==> src/rtl/dly_sel_sequencer_if.sv <==
// Command handshake bundle for dly_sel_sequencer.
// master = fabric delay-control logic issuing commands; slave = the sequencer.
interface dly_sel_sequencer_if #(
    parameter int ADDR_W = 5,
    parameter int TAP_W  = 6
);
    logic              CMD_VALID;
    logic              CMD_READY;
    logic [ADDR_W-1:0] CMD_ADDR;
    logic [1:0]        CMD_OP;
    logic [TAP_W-1:0]  CMD_STEPS;
    logic              CMD_DONE;
    logic              CMD_SAT;
    logic              CMD_ERR;

    modport master (
        output CMD_VALID, CMD_ADDR, CMD_OP, CMD_STEPS,
        input  CMD_READY, CMD_DONE, CMD_SAT, CMD_ERR
    );

    modport slave (
        input  CMD_VALID, CMD_ADDR, CMD_OP, CMD_STEPS,
        output CMD_READY, CMD_DONE, CMD_SAT, CMD_ERR
    );
endinterface

==> src/rtl/dly_sel_sequencer.sv <==
// Delay select sequencer: accepts LOAD/INC/DEC commands for one of NUM_CH
// delay elements, emits spaced single-cycle ADJ pulses, keeps a shadow tap
// counter per channel for saturation and readback.
// Optional build macro DLY_SEL_ADDR_CHECK_EN: out-of-range addresses complete
// immediately with CMD_ERR instead of being sequenced silently.
// All outputs are flops; the next-cycle output value is decoded from the
// next state so that a pulse appears the cycle after the deciding edge.
module dly_sel_sequencer #(
    parameter int NUM_CH       = 20,
    parameter int ADDR_W       = 5,
    parameter int TAP_W        = 6,
    parameter int GAP_CYCLES   = 2,
    parameter int DLY_TAP_INIT = 0
) (
    input  logic                  CLK,
    input  logic                  RST,
    dly_sel_sequencer_if.slave    cmd,
    output logic [3*NUM_CH-1:0]   DLY_CNTRL,
    input  logic [ADDR_W-1:0]     RD_ADDR,
    output logic [TAP_W-1:0]      RD_TAP
);

    localparam logic [1:0]       OP_NOP   = 2'b00;
    localparam logic [1:0]       OP_LOAD  = 2'b01;
    localparam logic [1:0]       OP_INC   = 2'b10;
    localparam logic [TAP_W-1:0] TAP_MAX  = {TAP_W{1'b1}};
    localparam logic [TAP_W-1:0] TAP_INIT = TAP_W'(DLY_TAP_INIT);
    localparam logic [3:0]       GAP_LAST = 4'((GAP_CYCLES > 0) ? GAP_CYCLES - 1 : 0);

    typedef enum logic [2:0] {
        S_IDLE,
        S_LOAD,
        S_PULSE,
        S_GAP,
        S_DONE
    } state_e;

    state_e              state_q, state_d;
    logic [ADDR_W-1:0]   addr_q, addr_d;
    logic [1:0]          op_q, op_d;
    logic [TAP_W-1:0]    steps_q, steps_d;
    logic [3:0]          gap_q, gap_d;
    logic                sat_flag_q, sat_flag_d;
    logic                err_flag_q, err_flag_d;
    logic                cmd_ready_q, cmd_ready_d;
    logic                cmd_done_q, cmd_done_d;
    logic                cmd_sat_q, cmd_sat_d;
    logic                cmd_err_q, cmd_err_d;
    logic [3*NUM_CH-1:0] dly_cntrl_q, dly_cntrl_d;
    logic [TAP_W-1:0]    rd_tap_q, rd_tap_d;
    logic [TAP_W-1:0]    shadow_q [NUM_CH];
    logic [TAP_W-1:0]    shadow_d [NUM_CH];

    logic                accept;
    logic [ADDR_W-1:0]   addr_sel;
    logic [1:0]          op_sel;
    logic                is_inc;
    logic                in_range;
    logic [TAP_W-1:0]    cur_tap;
    logic                at_limit;
    logic                bad_addr;
    logic                enter_pulse;
    logic                pulse_go;
    logic                load_go;
    logic                drive;
    logic [2:0]          code;

    // Command in flight: the incoming one on the accept edge, else the latched one.
    always_comb begin
        accept   = (state_q == S_IDLE) && cmd_ready_q && cmd.CMD_VALID;
        addr_sel = accept ? cmd.CMD_ADDR : addr_q;
        op_sel   = accept ? cmd.CMD_OP   : op_q;
        is_inc   = (op_sel == OP_INC);
        in_range = ({1'b0, addr_sel} < (ADDR_W+1)'(NUM_CH));
        cur_tap  = '0;
        for (int n = 0; n < NUM_CH; n++) begin
            if (addr_sel == ADDR_W'(n)) cur_tap = shadow_q[n];
        end
        // Out-of-range channels have no shadow, so they can never saturate.
        at_limit = in_range && (is_inc ? (cur_tap == TAP_MAX) : (cur_tap == '0));
    end

    // Next-state, shadow update and next-cycle output decode.
    always_comb begin
        state_d     = state_q;
        addr_d      = addr_sel;
        op_d        = op_sel;
        steps_d     = steps_q;
        gap_d       = gap_q;
        sat_flag_d  = sat_flag_q;
        err_flag_d  = err_flag_q;
        shadow_d    = shadow_q;
        enter_pulse = 1'b0;
        pulse_go    = 1'b0;
        load_go     = 1'b0;
        bad_addr    = 1'b0;
`ifdef DLY_SEL_ADDR_CHECK_EN
        bad_addr    = !in_range;
`endif

        case (state_q)
            S_IDLE: begin
                if (accept) begin
                    steps_d    = (cmd.CMD_STEPS == '0) ? TAP_W'(1) : cmd.CMD_STEPS;
                    sat_flag_d = 1'b0;
                    err_flag_d = 1'b0;
                    if (bad_addr) begin
                        err_flag_d = 1'b1;
                        state_d    = S_DONE;
                    end else begin
                        case (cmd.CMD_OP)
                            OP_NOP:  state_d = S_DONE;
                            OP_LOAD: begin
                                state_d = S_LOAD;
                                load_go = 1'b1;
                            end
                            default: enter_pulse = 1'b1;
                        endcase
                    end
                end
            end
            S_LOAD:  state_d = S_DONE;
            S_PULSE: begin
                if (sat_flag_q) begin
                    state_d = S_DONE;
                end else if (GAP_CYCLES > 0) begin
                    state_d = S_GAP;
                    gap_d   = '0;
                end else if (steps_q != '0) begin
                    enter_pulse = 1'b1;
                end else begin
                    state_d = S_DONE;
                end
            end
            S_GAP: begin
                if (gap_q == GAP_LAST) begin
                    if (steps_q != '0) enter_pulse = 1'b1;
                    else               state_d     = S_DONE;
                end else begin
                    gap_d = gap_q + 4'd1;
                end
            end
            S_DONE:  state_d = S_IDLE;
            default: state_d = S_IDLE;
        endcase

        // Saturation is judged against the shadow as it stands before this pulse.
        if (enter_pulse) begin
            state_d = S_PULSE;
            if (at_limit) begin
                sat_flag_d = 1'b1;
            end else begin
                pulse_go = 1'b1;
                steps_d  = steps_d - TAP_W'(1);
            end
        end

        for (int n = 0; n < NUM_CH; n++) begin
            if (addr_sel == ADDR_W'(n)) begin
                if (pulse_go) shadow_d[n] = is_inc ? shadow_q[n] + TAP_W'(1)
                                                   : shadow_q[n] - TAP_W'(1);
                if (load_go)  shadow_d[n] = TAP_INIT;
            end
        end

        code  = 3'b000;
        drive = 1'b0;
        case (state_d)
            S_LOAD: begin
                code  = 3'b100;
                drive = 1'b1;
            end
            S_PULSE: begin
                code  = {2'b01, is_inc};
                drive = pulse_go;
            end
            S_GAP: begin
                code  = {2'b00, is_inc};
                drive = 1'b1;
            end
            default: ;
        endcase

        // Only the addressed channel ever sees a non-zero field.
        dly_cntrl_d = '0;
        for (int n = 0; n < NUM_CH; n++) begin
            if (drive && (addr_sel == ADDR_W'(n))) dly_cntrl_d[3*n +: 3] = code;
        end

        cmd_ready_d = (state_d == S_IDLE);
        cmd_done_d  = (state_d == S_DONE);
        cmd_sat_d   = cmd_done_d && sat_flag_d;
`ifdef DLY_SEL_ADDR_CHECK_EN
        cmd_err_d   = cmd_done_d && err_flag_d;
`else
        cmd_err_d   = 1'b0;
`endif

        // Readback sees the registered shadow, i.e. the pre-update value.
        rd_tap_d = '0;
        for (int n = 0; n < NUM_CH; n++) begin
            if (RD_ADDR == ADDR_W'(n)) rd_tap_d = shadow_q[n];
        end
    end

    // State, latched command, shadow taps and output registers.
    always_ff @(posedge CLK) begin
        if (RST) begin
            state_q     <= S_IDLE;
            addr_q      <= '0;
            op_q        <= OP_NOP;
            steps_q     <= '0;
            gap_q       <= '0;
            sat_flag_q  <= 1'b0;
            err_flag_q  <= 1'b0;
            cmd_ready_q <= 1'b0;
            cmd_done_q  <= 1'b0;
            cmd_sat_q   <= 1'b0;
            cmd_err_q   <= 1'b0;
            dly_cntrl_q <= '0;
            rd_tap_q    <= '0;
            for (int n = 0; n < NUM_CH; n++) shadow_q[n] <= TAP_INIT;
        end else begin
            state_q     <= state_d;
            addr_q      <= addr_d;
            op_q        <= op_d;
            steps_q     <= steps_d;
            gap_q       <= gap_d;
            sat_flag_q  <= sat_flag_d;
            err_flag_q  <= err_flag_d;
            cmd_ready_q <= cmd_ready_d;
            cmd_done_q  <= cmd_done_d;
            cmd_sat_q   <= cmd_sat_d;
            cmd_err_q   <= cmd_err_d;
            dly_cntrl_q <= dly_cntrl_d;
            rd_tap_q    <= rd_tap_d;
            shadow_q    <= shadow_d;
        end
    end

    assign cmd.CMD_READY = cmd_ready_q;
    assign cmd.CMD_DONE  = cmd_done_q;
    assign cmd.CMD_SAT   = cmd_sat_q;
    assign cmd.CMD_ERR   = cmd_err_q;
    assign DLY_CNTRL     = dly_cntrl_q;
    assign RD_TAP        = rd_tap_q;

endmodule

==> src/flat_wrapper.sv <==
// flat-port wrapper written by rule: the top's interface ports become plain ports
module dly_sel_sequencer_flat 
#(
    parameter int NUM_CH       = 20,
    parameter int ADDR_W       = 5,
    parameter int TAP_W        = 6,
    parameter int GAP_CYCLES   = 2,
    parameter int DLY_TAP_INIT = 0
)
  (CLK, RST, DLY_CNTRL, RD_ADDR, RD_TAP, cmd_CMD_VALID, cmd_CMD_ADDR, cmd_CMD_OP, cmd_CMD_STEPS, cmd_CMD_READY, cmd_CMD_DONE, cmd_CMD_SAT, cmd_CMD_ERR);
  dly_sel_sequencer_if #(.ADDR_W(ADDR_W), .TAP_W(TAP_W)) cmd_i ();
  input  logic CLK;
  input  logic RST;
  output logic [3*NUM_CH-1:0] DLY_CNTRL;
  input  logic [ADDR_W-1:0] RD_ADDR;
  output logic [TAP_W-1:0] RD_TAP;
  input wire logic [$bits(cmd_i.CMD_VALID)-1:0] cmd_CMD_VALID;
  input wire logic [$bits(cmd_i.CMD_ADDR)-1:0] cmd_CMD_ADDR;
  input wire logic [$bits(cmd_i.CMD_OP)-1:0] cmd_CMD_OP;
  input wire logic [$bits(cmd_i.CMD_STEPS)-1:0] cmd_CMD_STEPS;
  output wire logic [$bits(cmd_i.CMD_READY)-1:0] cmd_CMD_READY;
  output wire logic [$bits(cmd_i.CMD_DONE)-1:0] cmd_CMD_DONE;
  output wire logic [$bits(cmd_i.CMD_SAT)-1:0] cmd_CMD_SAT;
  output wire logic [$bits(cmd_i.CMD_ERR)-1:0] cmd_CMD_ERR;
  assign cmd_i.CMD_VALID = cmd_CMD_VALID;
  assign cmd_i.CMD_ADDR = cmd_CMD_ADDR;
  assign cmd_i.CMD_OP = cmd_CMD_OP;
  assign cmd_i.CMD_STEPS = cmd_CMD_STEPS;
  assign cmd_CMD_READY = cmd_i.CMD_READY;
  assign cmd_CMD_DONE = cmd_i.CMD_DONE;
  assign cmd_CMD_SAT = cmd_i.CMD_SAT;
  assign cmd_CMD_ERR = cmd_i.CMD_ERR;
  dly_sel_sequencer #(.NUM_CH(NUM_CH), .ADDR_W(ADDR_W), .TAP_W(TAP_W), .GAP_CYCLES(GAP_CYCLES), .DLY_TAP_INIT(DLY_TAP_INIT)) u_core (.CLK(CLK), .RST(RST), .cmd(cmd_i), .DLY_CNTRL(DLY_CNTRL), .RD_ADDR(RD_ADDR), .RD_TAP(RD_TAP));
endmodule
==> config.mk <==
export PLATFORM = sky130hd
export DESIGN_NAME = dly_sel_sequencer_flat
export DESIGN_NICKNAME = d
export VERILOG_FILES = /design/src/rtl/dly_sel_sequencer_if.sv /design/src/rtl/dly_sel_sequencer.sv /design/src/flat_wrapper.sv
export SDC_FILE = /design/constraint.sdc
export NUM_CORES = 1
export LEC_CHECK = 0
export ABC_AREA = 1
export BUFFER_PORTS_ARGS = -buffer_cell sky130_fd_sc_hd__buf_4
export CAP_MARGIN = 25
export CORE_ASPECT_RATIO = 0.75
export CORE_UTILIZATION = 56
export CTS_CLUSTER_SIZE = 8
export DETAILED_ROUTE_END_ITERATION = 16
export MAX_ROUTING_LAYER = met4
export PLACE_DENSITY_LB_ADDON = 0.12
export SLEW_MARGIN = 20
export SYNTH_ARGS = -nofsm -noshare
export SYNTH_HDL_FRONTEND = slang
export SYNTH_SLANG_ARGS = --single-unit
==> constraint.sdc <==
create_clock -name CLK -period 4.9 [get_ports CLK]
set_clock_uncertainty 0.05 [all_clocks]
set_input_delay 0.49 -clock CLK [delete_from_list [all_inputs] [get_ports CLK]]
set_output_delay 0.49 -clock CLK [all_outputs]
set_load 0.02 [all_outputs]
# Word level (Yosys, flattened, before mapping)
# Cells that the tools add are included.
totals:
  ff_bits: 210
  inputBits: 21
  output_inout_bits: 70
  word_cells: 375
classes:
  add_sub_neg: 42
  order_cmp: 1
  eq_ne: 51
  mux: 134
  bitwise: 20
  n_reduce_logical: 77
op_table:
  columns: ["op", "n"]
  rows:
  - ["$mux W6", 105]
  - ["$sub A6 B1 Y6 const B", 21]
  - ["$add A6 B1 Y6 const B", 20]
  - ["$eq A5 B4 Y1 const B", 16]
  - ["$reduce_or A2 Y1", 22]
  - ["$eq A5 B3 Y1 const B", 8]
  - ["$eq A5 B5 Y1 const B", 8]
  - ["$reduce_and A2 Y1", 20]
  - ["$logic_and A1 B1 Y1", 24]
  - ["$eq A5 B2 Y1 const B", 4]
  - ["$not A1 Y1", 20]
  - ["$mux W3", 5]
  - ["$mux W1", 14]
  - ["$eq A3 B2 Y1 const B", 4]
  - ["$logic_not A6 Y1", 2]
  - ["$pmux W3 S4", 1]
  - ["$eq A5 B1 Y1 const B", 2]
  - ["$logic_not A5 Y1", 2]
  - ["$pmux W3 S3", 1]
  - ["$mux W4", 2]
  - ["$pmux W4 S2", 1]
  - ["$eq A3 B1 Y1 const B", 2]
  - ["$eq A6 B6 Y1 const B", 1]
  - ["$logic_not A3 Y1", 2]
  - ["other kinds (15)", 18]

# Depth between registers and ports, before layout
# Gate-level depths: netlist (run 1).
logic_depth:
  ltp_word: 34
  mapped_depth: 34
  depth_no_buf: 32

# Worst setup path before layout (run 1)
# OpenSTA, ideal clock, no wires.
synth_path:
  path_kind: "input to register"
  from: "input cmd_CMD_VALID"
  to: "register u_core.shadow_q[5] in the netlist's numbering"
  setup_time_ns: 0.115
  t_arrival_ns: 4.996
  t_required_ns: 4.735
  slack_ns: -0.261
  path_stages: 19
  n_path_buf: 1
  path_cell_list: "nand2_1 -> inv_2 -> nand3_4 -> inv_2 -> o21ai_0 -> nand2_1 -> buf_1 -> ha_1 -> a21oi_1 -> inv_1 -> a31oi_1 -> nor2_1 -> nor2_1 -> nor2_1 -> nor3_1 -> nand3b_1 -> nand3_1 -> nand2_1 -> nor2_1"
synth_between:
  elab_chain_len: 30
  word_cells_on_any_way: 60
  cone_classes: "order compare (1); eq/ne (21); mux (32); reduce/logical (6)"
synth_rtl:
  columns: ["element", "line", "rtl"]
  rows:
  - ["from (decl)", "flat_wrapper.sv:17", "input wire logic [$bits(cmd_i.CMD_VALID)-1:0] cmd_CMD_VALID;"]
  - ["$logic_and A1 B1 Y1 (*)", "dly_sel_sequencer.sv:70", "accept = (state_q == S_IDLE) && cmd_ready_q && cmd.CMD_VALID;"]
  - ["$mux W5", "dly_sel_sequencer.sv:71", "addr_sel = accept ? cmd.CMD_ADDR : addr_q;"]
  - ["$logic_not A5 Y1", "dly_sel_sequencer.sv:77", "if (addr_sel == ADDR_W'(n)) cur_tap = shadow_q[n];"]
  - ["$mux W6 (20 in series)", "dly_sel_sequencer.sv:77", null]
  - ["$eq A6 B6 Y1 or $logic_not A6 Y1 (tied branches)", "dly_sel_sequencer.sv:80", "at_limit = in_range && (is_inc ? (cur_tap == TAP_MAX) : (cur_tap == '0));"]
  - ["$mux W1", "dly_sel_sequencer.sv:80", null]
  - ["$logic_and A1 B1 Y1", "dly_sel_sequencer.sv:80", null]
  - ["$mux W1", "dly_sel_sequencer.sv:150", "if (at_limit) begin"]
  - ["$mux W1", "dly_sel_sequencer.sv:148", "if (enter_pulse) begin"]
  - ["$reduce_bool A2 Y1 (no line)", null, null]
  - ["$reduce_and A2 Y1 (no line)", null, null]
  - ["to (signal assigned)", "dly_sel_sequencer.sv:237", "shadow_q <= shadow_d;"]
  - ["to (decl)", "dly_sel_sequencer.sv:51", "logic [TAP_W-1:0] shadow_q [NUM_CH];"]
# Every way passes the cells marked *; elsewhere a longest branch is shown, timed or not. The select of a mux whose other input is x is not followed.
# A chain may end at the register's enable or synchronous reset.

# Worst setup path in the final report (run 1)
layout_path:
  from: "register u_core.state_q[0]"
  to: "register u_core.shadow_q[24] in the netlist's numbering"
layout_between:
  elab_chain_len: 32
  word_cells_on_any_way: 63
  cone_classes: "order compare (1); eq/ne (22); mux (32); reduce/logical (8)"
layout_rtl:
  columns: ["element", "line", "rtl"]
  rows:
  - ["from (decl)", "dly_sel_sequencer.sv:38", "state_e state_q, state_d;"]
  - ["from (signal assigned)", "dly_sel_sequencer.sv:224", "state_q <= state_d;"]
  - ["$logic_not A3 Y1", "dly_sel_sequencer.sv:70, dly_sel_sequencer.sv:101", null]
  - ["$logic_and A1 B1 Y1 (2 in series)", "dly_sel_sequencer.sv:70", null]
  - ["$mux W5", "dly_sel_sequencer.sv:71", null]
  - ["$logic_not A5 Y1", "dly_sel_sequencer.sv:77", null]
  - ["$mux W6 (20 in series)", "dly_sel_sequencer.sv:77", null]
  - ["$eq A6 B6 Y1 or $logic_not A6 Y1 (tied branches)", "dly_sel_sequencer.sv:80", null]
  - ["$mux W1", "dly_sel_sequencer.sv:80", null]
  - ["$logic_and A1 B1 Y1", "dly_sel_sequencer.sv:80", null]
  - ["$mux W1", "dly_sel_sequencer.sv:150", null]
  - ["$mux W1", "dly_sel_sequencer.sv:148", null]
  - ["$reduce_bool A2 Y1 (no line)", null, null]
  - ["$reduce_and A2 Y1 (no line)", null, null]
# Parallel ways exist; a longest one is shown, timed or not. The select of a mux whose other input is x is not followed.

==> out/metrics.cfg, run 1 <==
[timing]
finalHoldWorstSlack_ns = 0.241
slew_violations = 0
setup_tns_ns = 0
hold_viol = 0
clock.fmax_mhz = 222
worst_pin_slew_ns = 1.03
setup_violations = 0
slew_headroom = 0.314
fin_crit_ns = 4.51
post-route-period-util = 0.921
rsz0062_at_grt = false

[synth]
synth_nets = 2217
ys.flop_type = dfxtp_1
synth.top_cell.area_share = 0.302
yosys.cell_count.top_type = nand2_1
synth.yosys.warnings = 0
ys_types = 49
synthCells = 2093
ys_ff_latch = 210
syn_avg_cell_area_um2 = 6.64
ys_seq_area_frac = 0.302
synth_top_area_cell = dfxtp_1
synthArstFlopShare = 0
synthesis.area_mm2 = 0.0139
synth.area.top_cells = dfxtp_1, nand2_1, nor2_1
ys_top_cells_by_count = nand2_1, nor2_1, dfxtp_1
synth-edff-count = 0

[routing]
first_pass_iters = 5
wl_um = 41400
drt_iter0_drc = 1423
via_per_inst = 5.67
ant_nets = 0
drcViolationCount = 0
vias = 14100
wire_per_inst_um = 16.6

[global_route]
use_met3 = 0.0656
grt_pass1_wl_um = 66600
grt_max_degree = 84
use_met2 = 0.487
grtUsageMet1 = 0.479
grt_use_total = 0.337
busiest_layer = met2
antenna_found_initial = 0
grt_pass1_vias = 12900
grt-ovfl-total = 0

[worst_setup_path]
startpoint_type = flop
crit_type = flop to flop
required_ns = 5.25
crit_path_frequent_cell = nand2_1
cp-end-kind = flop
cpPeakStageDelay_ns = 0.37
arrival_ns = 4.86
path_max_fanout = 63
crit_path_top_delay_cell = nor2_4

[floorplan]
die_h_um = 138
coreArea_mm2 = 0.0242
io_pins = 91
initial_core_util = 0.576
rows = 49
dieArea_mm2 = 0.0255
die-width_um = 184

[pwr]
total_power_mw = 4.65
p_leak_nw = 7.14
peakVddDrop_v = 0.000278
power_density_mw_per_mm2 = 297

[cells_and_area]
nets = 2286
drive_gt1_frac = 0.101
area_delta_synth_final_pct = 12.7
diodes = 0
fin_util = 0.649
finalInstanceArea_mm2 = 0.0157

[cts]
clk_pin_slew_ns = 0.06
cts_buffers = 30
hold_buffers = 0
clock_path_buffers = 3
clk-insertion-delay-late_ns = 0.57
cts_root_buf = clkbuf_16
htreeDepth = 1
cts_tree = yes
cts.sinks = 210

[placement]
port-buffer-count = 89
gp_congestion = 0.954
dpl_cell_area_mm2 = 0.0149
dp_hpwl_um = 29000

[run_status]
status = completed

[worst_hold_path]
hp-class = input pin to flop

[job]
drv_cap = 0

## per-stage QoR
step | std cells | setup slack, ns
CTS | 2490 | 0.356
detailed placement | 2457 | 0.251
global route | 2494 | 0.0845
global placement | 2457 | 0.325
finish | 2494 | 0.388
floorplan | 2093 | 0.0382
## logic make-up (layout without fill, tap and decap cells)
family	after synthesis	in the layout	synth area share
simple gates	1083	1083	0.345
compound gates	334	334	0.131
buf+inv	320	390	0.0921
flops	210	210	0.302
fa+ha+maj	103	103	0.104
xor+xnor	41	41	0.0258
other cells	1	1	0.000270
mux	1	1	0.000720
## state kept, by name, indices dropped and copies added, names as in the netlist
name,flops
u_core.state_q,3
u_core.cmd.CMD_READY,1
u_core.sat_flag_q,1
u_core.cmd.CMD_DONE,1
u_core.shadow_q,120
u_core.RD_TAP,6
u_core.gap_q,4
u_core.op_q,2
u_core.steps_q,6
u_core.addr_q,5
u_core.cmd.CMD_SAT,1
u_core.DLY_CNTRL,60
## final timing paths
| check | from | endpoint | slack (ns) | depth (start not counted) |
|---|---|---|---|---|
| min | cmd_CMD_ADDR[2] | u_core.addr_q[2] | 0.24 | 3 |
| max reg2reg | u_core.state_q[0] | u_core.shadow_q[24] | 0.39 | 27 |
| max | u_core.state_q[0] | u_core.shadow_q[24] | 0.39 | 27 |
| min reg2reg | u_core.shadow_q[103] | u_core.shadow_q[103] | 0.44 | 2 |
## power by group
part | leakage, nW | switching [mW] | internal (mW)
sequential | 1.69 | 0.0238 | 1.74
clock | 0.382 | 0.771 | 1.07
combinational | 5.06 | 0.720 | 0.324
## routing by layer
metal  vias to the layer above  part of all wire
li1                       6998                 -
met1                      6447              0.47
met2                       642              0.41
met5                         -                 0
met4                         0             0.019
met3                        60              0.10
## layout by cell type, fill, tap and decap left out, types with 3 or more instances in the layout
| master | instances |
|---|---|
| buf_4 | 118 |
| o21ai_0 | 76 |
| nand3b_1 | 36 |
| nand2_2 | 4 |
| nor2_4 | 6 |
| or2_0 | 5 |
| or2_2 | 12 |
| xor2_1 | 23 |
| nand2_1 | 451 |
| dfxtp_1 | 210 |
| o21ai_1 | 3 |
| buf_12 | 3 |
| nor2_1 | 286 |
| o21a_1 | 18 |
| nor2_2 | 7 |
| or2_1 | 3 |
| fa_1 | 20 |
| xnor2_1 | 18 |
| a31oi_1 | 23 |
| clkbuf_16 | 30 |
| nand4_1 | 56 |
| nand3_1 | 174 |
| inv_2 | 27 |
| nor3_1 | 32 |
| nand2_4 | 3 |
| o2111ai_1 | 4 |
| inv_1 | 207 |
| a221oi_1 | 3 |
| a21oi_1 | 196 |
| ha_1 | 83 |
## worst max-delay path: cells and delay by family, from the launching register on
| kind | cells | cell delay, ns |
|---|---|---|
| AO/OA/AOI/OAI | 2 | 0.19 |
| buffers and inverters | 2 | 0.38 |
| flip-flops | 1 | 0.33 |
| AND/OR/NAND/NOR | 23 | 3.32 |
## cell type report
type / instances / area, um^2
Sequential cell: 210 / 4200
Tap cell: 331 / 414
Fill cell: 2276 / 8480
Timing Repair Buffer: 121 / 946
Inverter: 236 / 887
Multi-Input combinational cell: 1563 / 8430
Clock buffer: 31 / 754
Clock inverter: 2 / 37.5
## timing repair
action,4_1_cts,5_1_grt
resized for setup,0,0
endpoints found under the setup margin,0,24
buffers inserted,0,4
Note: power is estimated with default switching activity, not from simulation.
==> inputs of run 2 (changes only) <==
--- a/config.mk
+++ b/config.mk
@@ -13,7 +13,7 @@
 export CTS_CLUSTER_SIZE = 8
 export DETAILED_ROUTE_END_ITERATION = 16
 export MAX_ROUTING_LAYER = met4
-export PLACE_DENSITY_LB_ADDON = 0.12
+export PLACE_DENSITY_LB_ADDON = 0.3
 export SLEW_MARGIN = 20
 export SYNTH_ARGS = -nofsm -noshare
 export SYNTH_HDL_FRONTEND = slang
==> out/metrics.cfg, run 2 (synthesis gave the netlist of run 1 again) <==
[cts]
htreeDepth = 1
clk-insertion-delay-late_ns = 0.57
cts.sinks = 210
hold_buffers = 0
cts_buffers = 30
post_cts_buffers = 0
cts_root_buf = clkbuf_16
cts_resized = 0
clk_pin_slew_ns = 0.05
clock_path_buffers = 3
cts_tree = yes

[worst_setup_path]
cpPeakStageDelay_ns = 0.42
crit_path_start = u_core.state_q[0]
crit_path_top_delay_cell = nor2_4
path_max_fanout = 41
arrival_ns = 4.80
critPathBufInv = 2
crit_type = flop to flop
crit_path_frequent_cell = nand2_1
rr_worst_depth = 27
cp-end-kind = flop
required_ns = 5.26
startpoint_type = flop
timing.rr.end = u_core.shadow_q[34]
worst-r2r-setup-slack_ns = 0.45
rr_startpoint = u_core.state_q[0]
path_delay_family = simple AND/OR/NAND/NOR gates

[routing]
via_per_inst = 5.81
ant_nets = 0
wl_um = 42300
wire_per_inst_um = 17.0
vias = 14500
first_pass_iters = 6
drcViolationCount = 0
drt_iter0_drc = 1567

[pwr]
p_comb_frac = 0.227
total_power_mw = 4.65
p_clk_frac = 0.393
peakVddDrop_v = 0.000360
switching_power_mw = 1.51
seq_power_share = 0.379
power_density_mw_per_mm2 = 297
p_leak_nw = 7.12
internal_power_mw = 3.14
sw_frac_of_total = 0.325

[global_route]
grt_pass1_wl_um = 68000
grt_use_total = 0.340
grt_max_degree = 83
antenna_found_initial = 0
grt_pass1_vias = 13100
grt-ovfl-total = 0

[timing]
setup_violations = 0
clock.fmax_mhz = 225
finalHoldWorstSlack_ns = 0.186
rsz0062_at_grt = false
slew_violations = 0
worst_pin_slew_ns = 1.00
post-route-period-util = 0.907
hold_viol = 0
setup_tns_ns = 0
fin_crit_ns = 4.45
slew_headroom = 0.330

[floorplan]
coreArea_mm2 = 0.0242
die_h_um = 138
rows = 49
io_pins = 91
dieArea_mm2 = 0.0255
die-width_um = 184
initial_core_util = 0.576

[cells_and_area]
largest_reg_flops = 120
final_common_cell = nand2_1
stdcell_count = 2492
nets = 2284
top_register = u_core.shadow_q
drive_gt1_frac = 0.100
area_delta_synth_final_pct = 12.6
diodes = 0
final_cell_mix = nand2_1, nor2_1, dfxtp_1, inv_1, a21oi_1

[placement]
gp_congestion = 1.03
dp_hpwl_um = 30100
port-buffer-count = 89
dp.cells = 2459

[run_status]
status = completed

[job]
drv_cap = 0

[worst_hold_path]
min_path_cells = 2
hold_path_end = u_core.shadow_q[102]
hp-start = RST
hp-class = input pin to flop

==> run 2: power groups by stage <==
stage / clock network, mW / logic, mW / registers [mW]
2_1_floorplan: 0 / 0.774 / 1.80
3_3_place_gp: 0 / 1.00 / 1.80
3_5_place_dp: 0 / 1.03 / 1.80
4_1_cts: 1.84 / 1.04 / 1.76
5_1_grt: 1.91 / 1.17 / 1.77
6_report: 1.83 / 1.06 / 1.77
==> run 2: how the worst max path moves through the flow <==
stage                          endpoint  slack, ns  cells past startpoint
floorplan            u_core.shadow_q[5]       0.04                     19
global placement    u_core.shadow_q[46]       0.56                     31
finish              u_core.shadow_q[34]       0.45                     27
detailed placement  u_core.shadow_q[34]       0.43                     31
CTS                 u_core.shadow_q[43]       0.55                     27
global route        u_core.shadow_q[34]       0.06                     27
==> run 2: metal layers <==
| metal | GRT usage | vias up | wire length (um) |
|---|---|---|---|
| met5 | - | - | 0 |
| met4 | 0.0825 | 0 | 977 |
| met3 | 0.0585 | 91 | 4850 |
| met2 | 0.490 | 772 | 17500 |
| met1 | 0.490 | 6635 | 18900 |
| li1 | - | 6992 | - |
==> run 2: cell type report <==
type | instances | area [um^2]
well taps | 331 | 414
clock inverters | 2 | 37.5
repair buffers | 119 | 931
multi-input cells | 1563 | 8430
clock buffers | 31 | 754
inverters | 236 | 887
flip-flops and latches | 210 | 4200
fillers | 2156 | 8500
==> run 2: per-stage QoR <==
step,instance area (um^2),utilization,setup WS (ns)
detailed placement,14900,0.615,0.433
global route,15700,0.648,0.0635
CTS,15700,0.648,0.546
global placement,14900,0.615,0.564
finish,15700,0.648,0.454
floorplan,13900,-,0.0382
==> inputs of run 3 (changes only) <==
--- a/config.mk
+++ b/config.mk
@@ -8,8 +8,10 @@
 export ABC_AREA = 1
 export BUFFER_PORTS_ARGS = -buffer_cell sky130_fd_sc_hd__buf_4
 export CAP_MARGIN = 25
+export CELL_PAD_IN_SITES_DETAIL_PLACEMENT = 1
+export CELL_PAD_IN_SITES_GLOBAL_PLACEMENT = 1
 export CORE_ASPECT_RATIO = 0.75
-export CORE_UTILIZATION = 56
+export CORE_UTILIZATION = 40
 export CTS_CLUSTER_SIZE = 8
 export DETAILED_ROUTE_END_ITERATION = 16
 export MAX_ROUTING_LAYER = met4
==> out/metrics.cfg, run 3 (synthesis gave the netlist of run 1 again) <==
[cts]
clk_pin_slew_ns = 0.05
clock_path_buffers = 3
cts_root_buf = clkbuf_16
cts_buffers = 30
cts_tree = yes
cts.sinks = 210
htreeDepth = 1
post_cts_buffers = 0
clk-insertion-delay-late_ns = 0.58

[global_route]
antenna_found_initial = 0
grt_use_total = 0.292
grt_max_degree = 67
grt-ovfl-total = 0
grt_pass1_wl_um = 80000
grt_pass1_vias = 14600

[floorplan]
dieArea_mm2 = 0.0355
die_h_um = 163
rows = 58
die-width_um = 217
io_pins = 91
coreArea_mm2 = 0.0339
initial_core_util = 0.410

[pwr]
peakVddDrop_v = 0.000299
power_density_mw_per_mm2 = 298
p_comb_frac = 0.234
seq_power_share = 0.373
p_clk_frac = 0.393
p_leak_nw = 7.13
switching_power_mw = 1.57
internal_power_mw = 3.15
sw_frac_of_total = 0.333

[cells_and_area]
diodes = 0
top_register = u_core.shadow_q
final_cell_mix = nand2_1, nor2_1, dfxtp_1, inv_1, a21oi_1
nets = 2285
final_common_cell = nand2_1
fin_util = 0.468
fill_cells = 4432
drive_gt1_frac = 0.101
area_delta_synth_final_pct = 14.0
largest_reg_flops = 120

[placement]
dp_hpwl_um = 36200
dp_slack_ns = 0.255
port-buffer-count = 89
gp_congestion = 0.956

[routing]
via_per_inst = 5.60
ant_nets = 0
route.met2.wl_um = 22600
drcViolationCount = 0
met3_wirelength_um = 3030
first_pass_iters = 6
wire_per_inst_um = 19.2
m1WireLength_um = 23800
top_layer = met4
wl_um = 50300
vias = 14600
drt_iter0_drc = 990

[timing]
fin_crit_ns = 4.50
clock.fmax_mhz = 222
slew_headroom = 0.374
slew_violations = 0
rsz0062_at_grt = false
setup_violations = 0
post-route-period-util = 0.918
setup_tns_ns = 0
layout_setup_ws_ns = 0.402
worst_pin_slew_ns = 0.936
hold_viol = 0

[worst_hold_path]
min_path_cells = 2
hold_path_end = u_core.shadow_q[92]
hp-class = input pin to flop
hp-start = RST

[worst_setup_path]
crit_path_start = u_core.state_q[0]
required_ns = 5.26
rr_startpoint = u_core.state_q[0]
arrival_ns = 4.86
startpoint_type = flop
path_max_fanout = 34
cp-end-kind = flop
rr_worst_depth = 27
timing.rr.end = u_core.shadow_q[18]
crit_type = flop to flop
worst-r2r-setup-slack_ns = 0.40

[run_status]
status = completed

[job]
drv_cap = 0

==> run 3: cell count changes in the layout (fill, tap and decap cells not counted), sizes merged <==
cell,before,now
buf,119,120
==> run 3: worst max path at each step <==
stage / end / slack [ns] / cells past startpoint
4_1_cts: u_core.DLY_CNTRL[44] / 0.39 / 26
3_5_place_dp: u_core.shadow_q[18] / 0.26 / 29
6_report: u_core.shadow_q[18] / 0.40 / 27
5_1_grt: u_core.shadow_q[18] / 0.08 / 29
2_1_floorplan: u_core.shadow_q[5] / 0.04 / 19
3_3_place_gp: u_core.DLY_CNTRL[17] / 0.38 / 28
==> run 3: layer usage <==
metal  vias up  track usage
li1       6980            -
met1      7156        0.398
met2       423        0.462
met3        67       0.0365
met4         0       0.0608
met5         -            -
==> run 3: stage by stage <==
step                cell area, um^2  instances  hold WS [ns]  total power [mW]
floorplan                     13900       2093         0.403              2.57
global placement              15000       2579         0.420              2.83
detailed placement            15000       2579         0.430              2.88
CTS                           15800       2612         0.227              4.75
global route                  15800       2612         0.240              4.95
finish                        15800       2612         0.249              4.72
==> run 3: area by class of cell <==
class	instances	area [um^2]	area share
multi-input combinational	1563	8430	0.532
sequential	210	4200	0.265
timing repair buffer	120	967	0.0610
inverter	236	887	0.0560
clock buffer	31	754	0.0476
tap	450	563	0.0355
clock inverter	2	37.5	0.00237
==> run 3: critical path, cell delays in order, from the launching register on <==
cell and delay, ns:
dfxtp_1 0.35, nor2_4 0.22, nand3_4 0.28, inv_2 0.22, nand2_1 0.11, nand2_4 0.12
inv_2 0.05, nor2_1 0.21, inv_2 0.11, nor2_4 0.48, a21oi_1 0.13, nand2_1 0.12
nand4_1 0.12, nand2_1 0.10, nand3_1 0.14, nor2_1 0.12, nand3_1 0.11, nand2_1 0.10
nor2_1 0.04, nand2_1 0.05, nand2_1 0.08, nand3_4 0.11, nand2_2 0.10, nand2_4 0.14
buf_6 0.30, nand2_1 0.18, nand2_1 0.10, a21oi_1 0.06
==> run 3: timing repair <==
item | 4_1_cts | 5_1_grt
hold endpoints to repair | 0 | 0
gates resized for setup | 0 | 2
hold buffers | 0 | 0
setup endpoints to repair | 0 | 6
==> run 3: power by group through the flow <==
stage | Combinational [mW] | Clock, mW | Sequential [mW]
2_1_floorplan | 0.774 | 0 | 1.80
3_3_place_gp | 1.04 | 0 | 1.80
3_5_place_dp | 1.08 | 0 | 1.80
4_1_cts | 1.10 | 1.89 | 1.76
5_1_grt | 1.23 | 1.96 | 1.77
6_report | 1.10 | 1.86 | 1.76
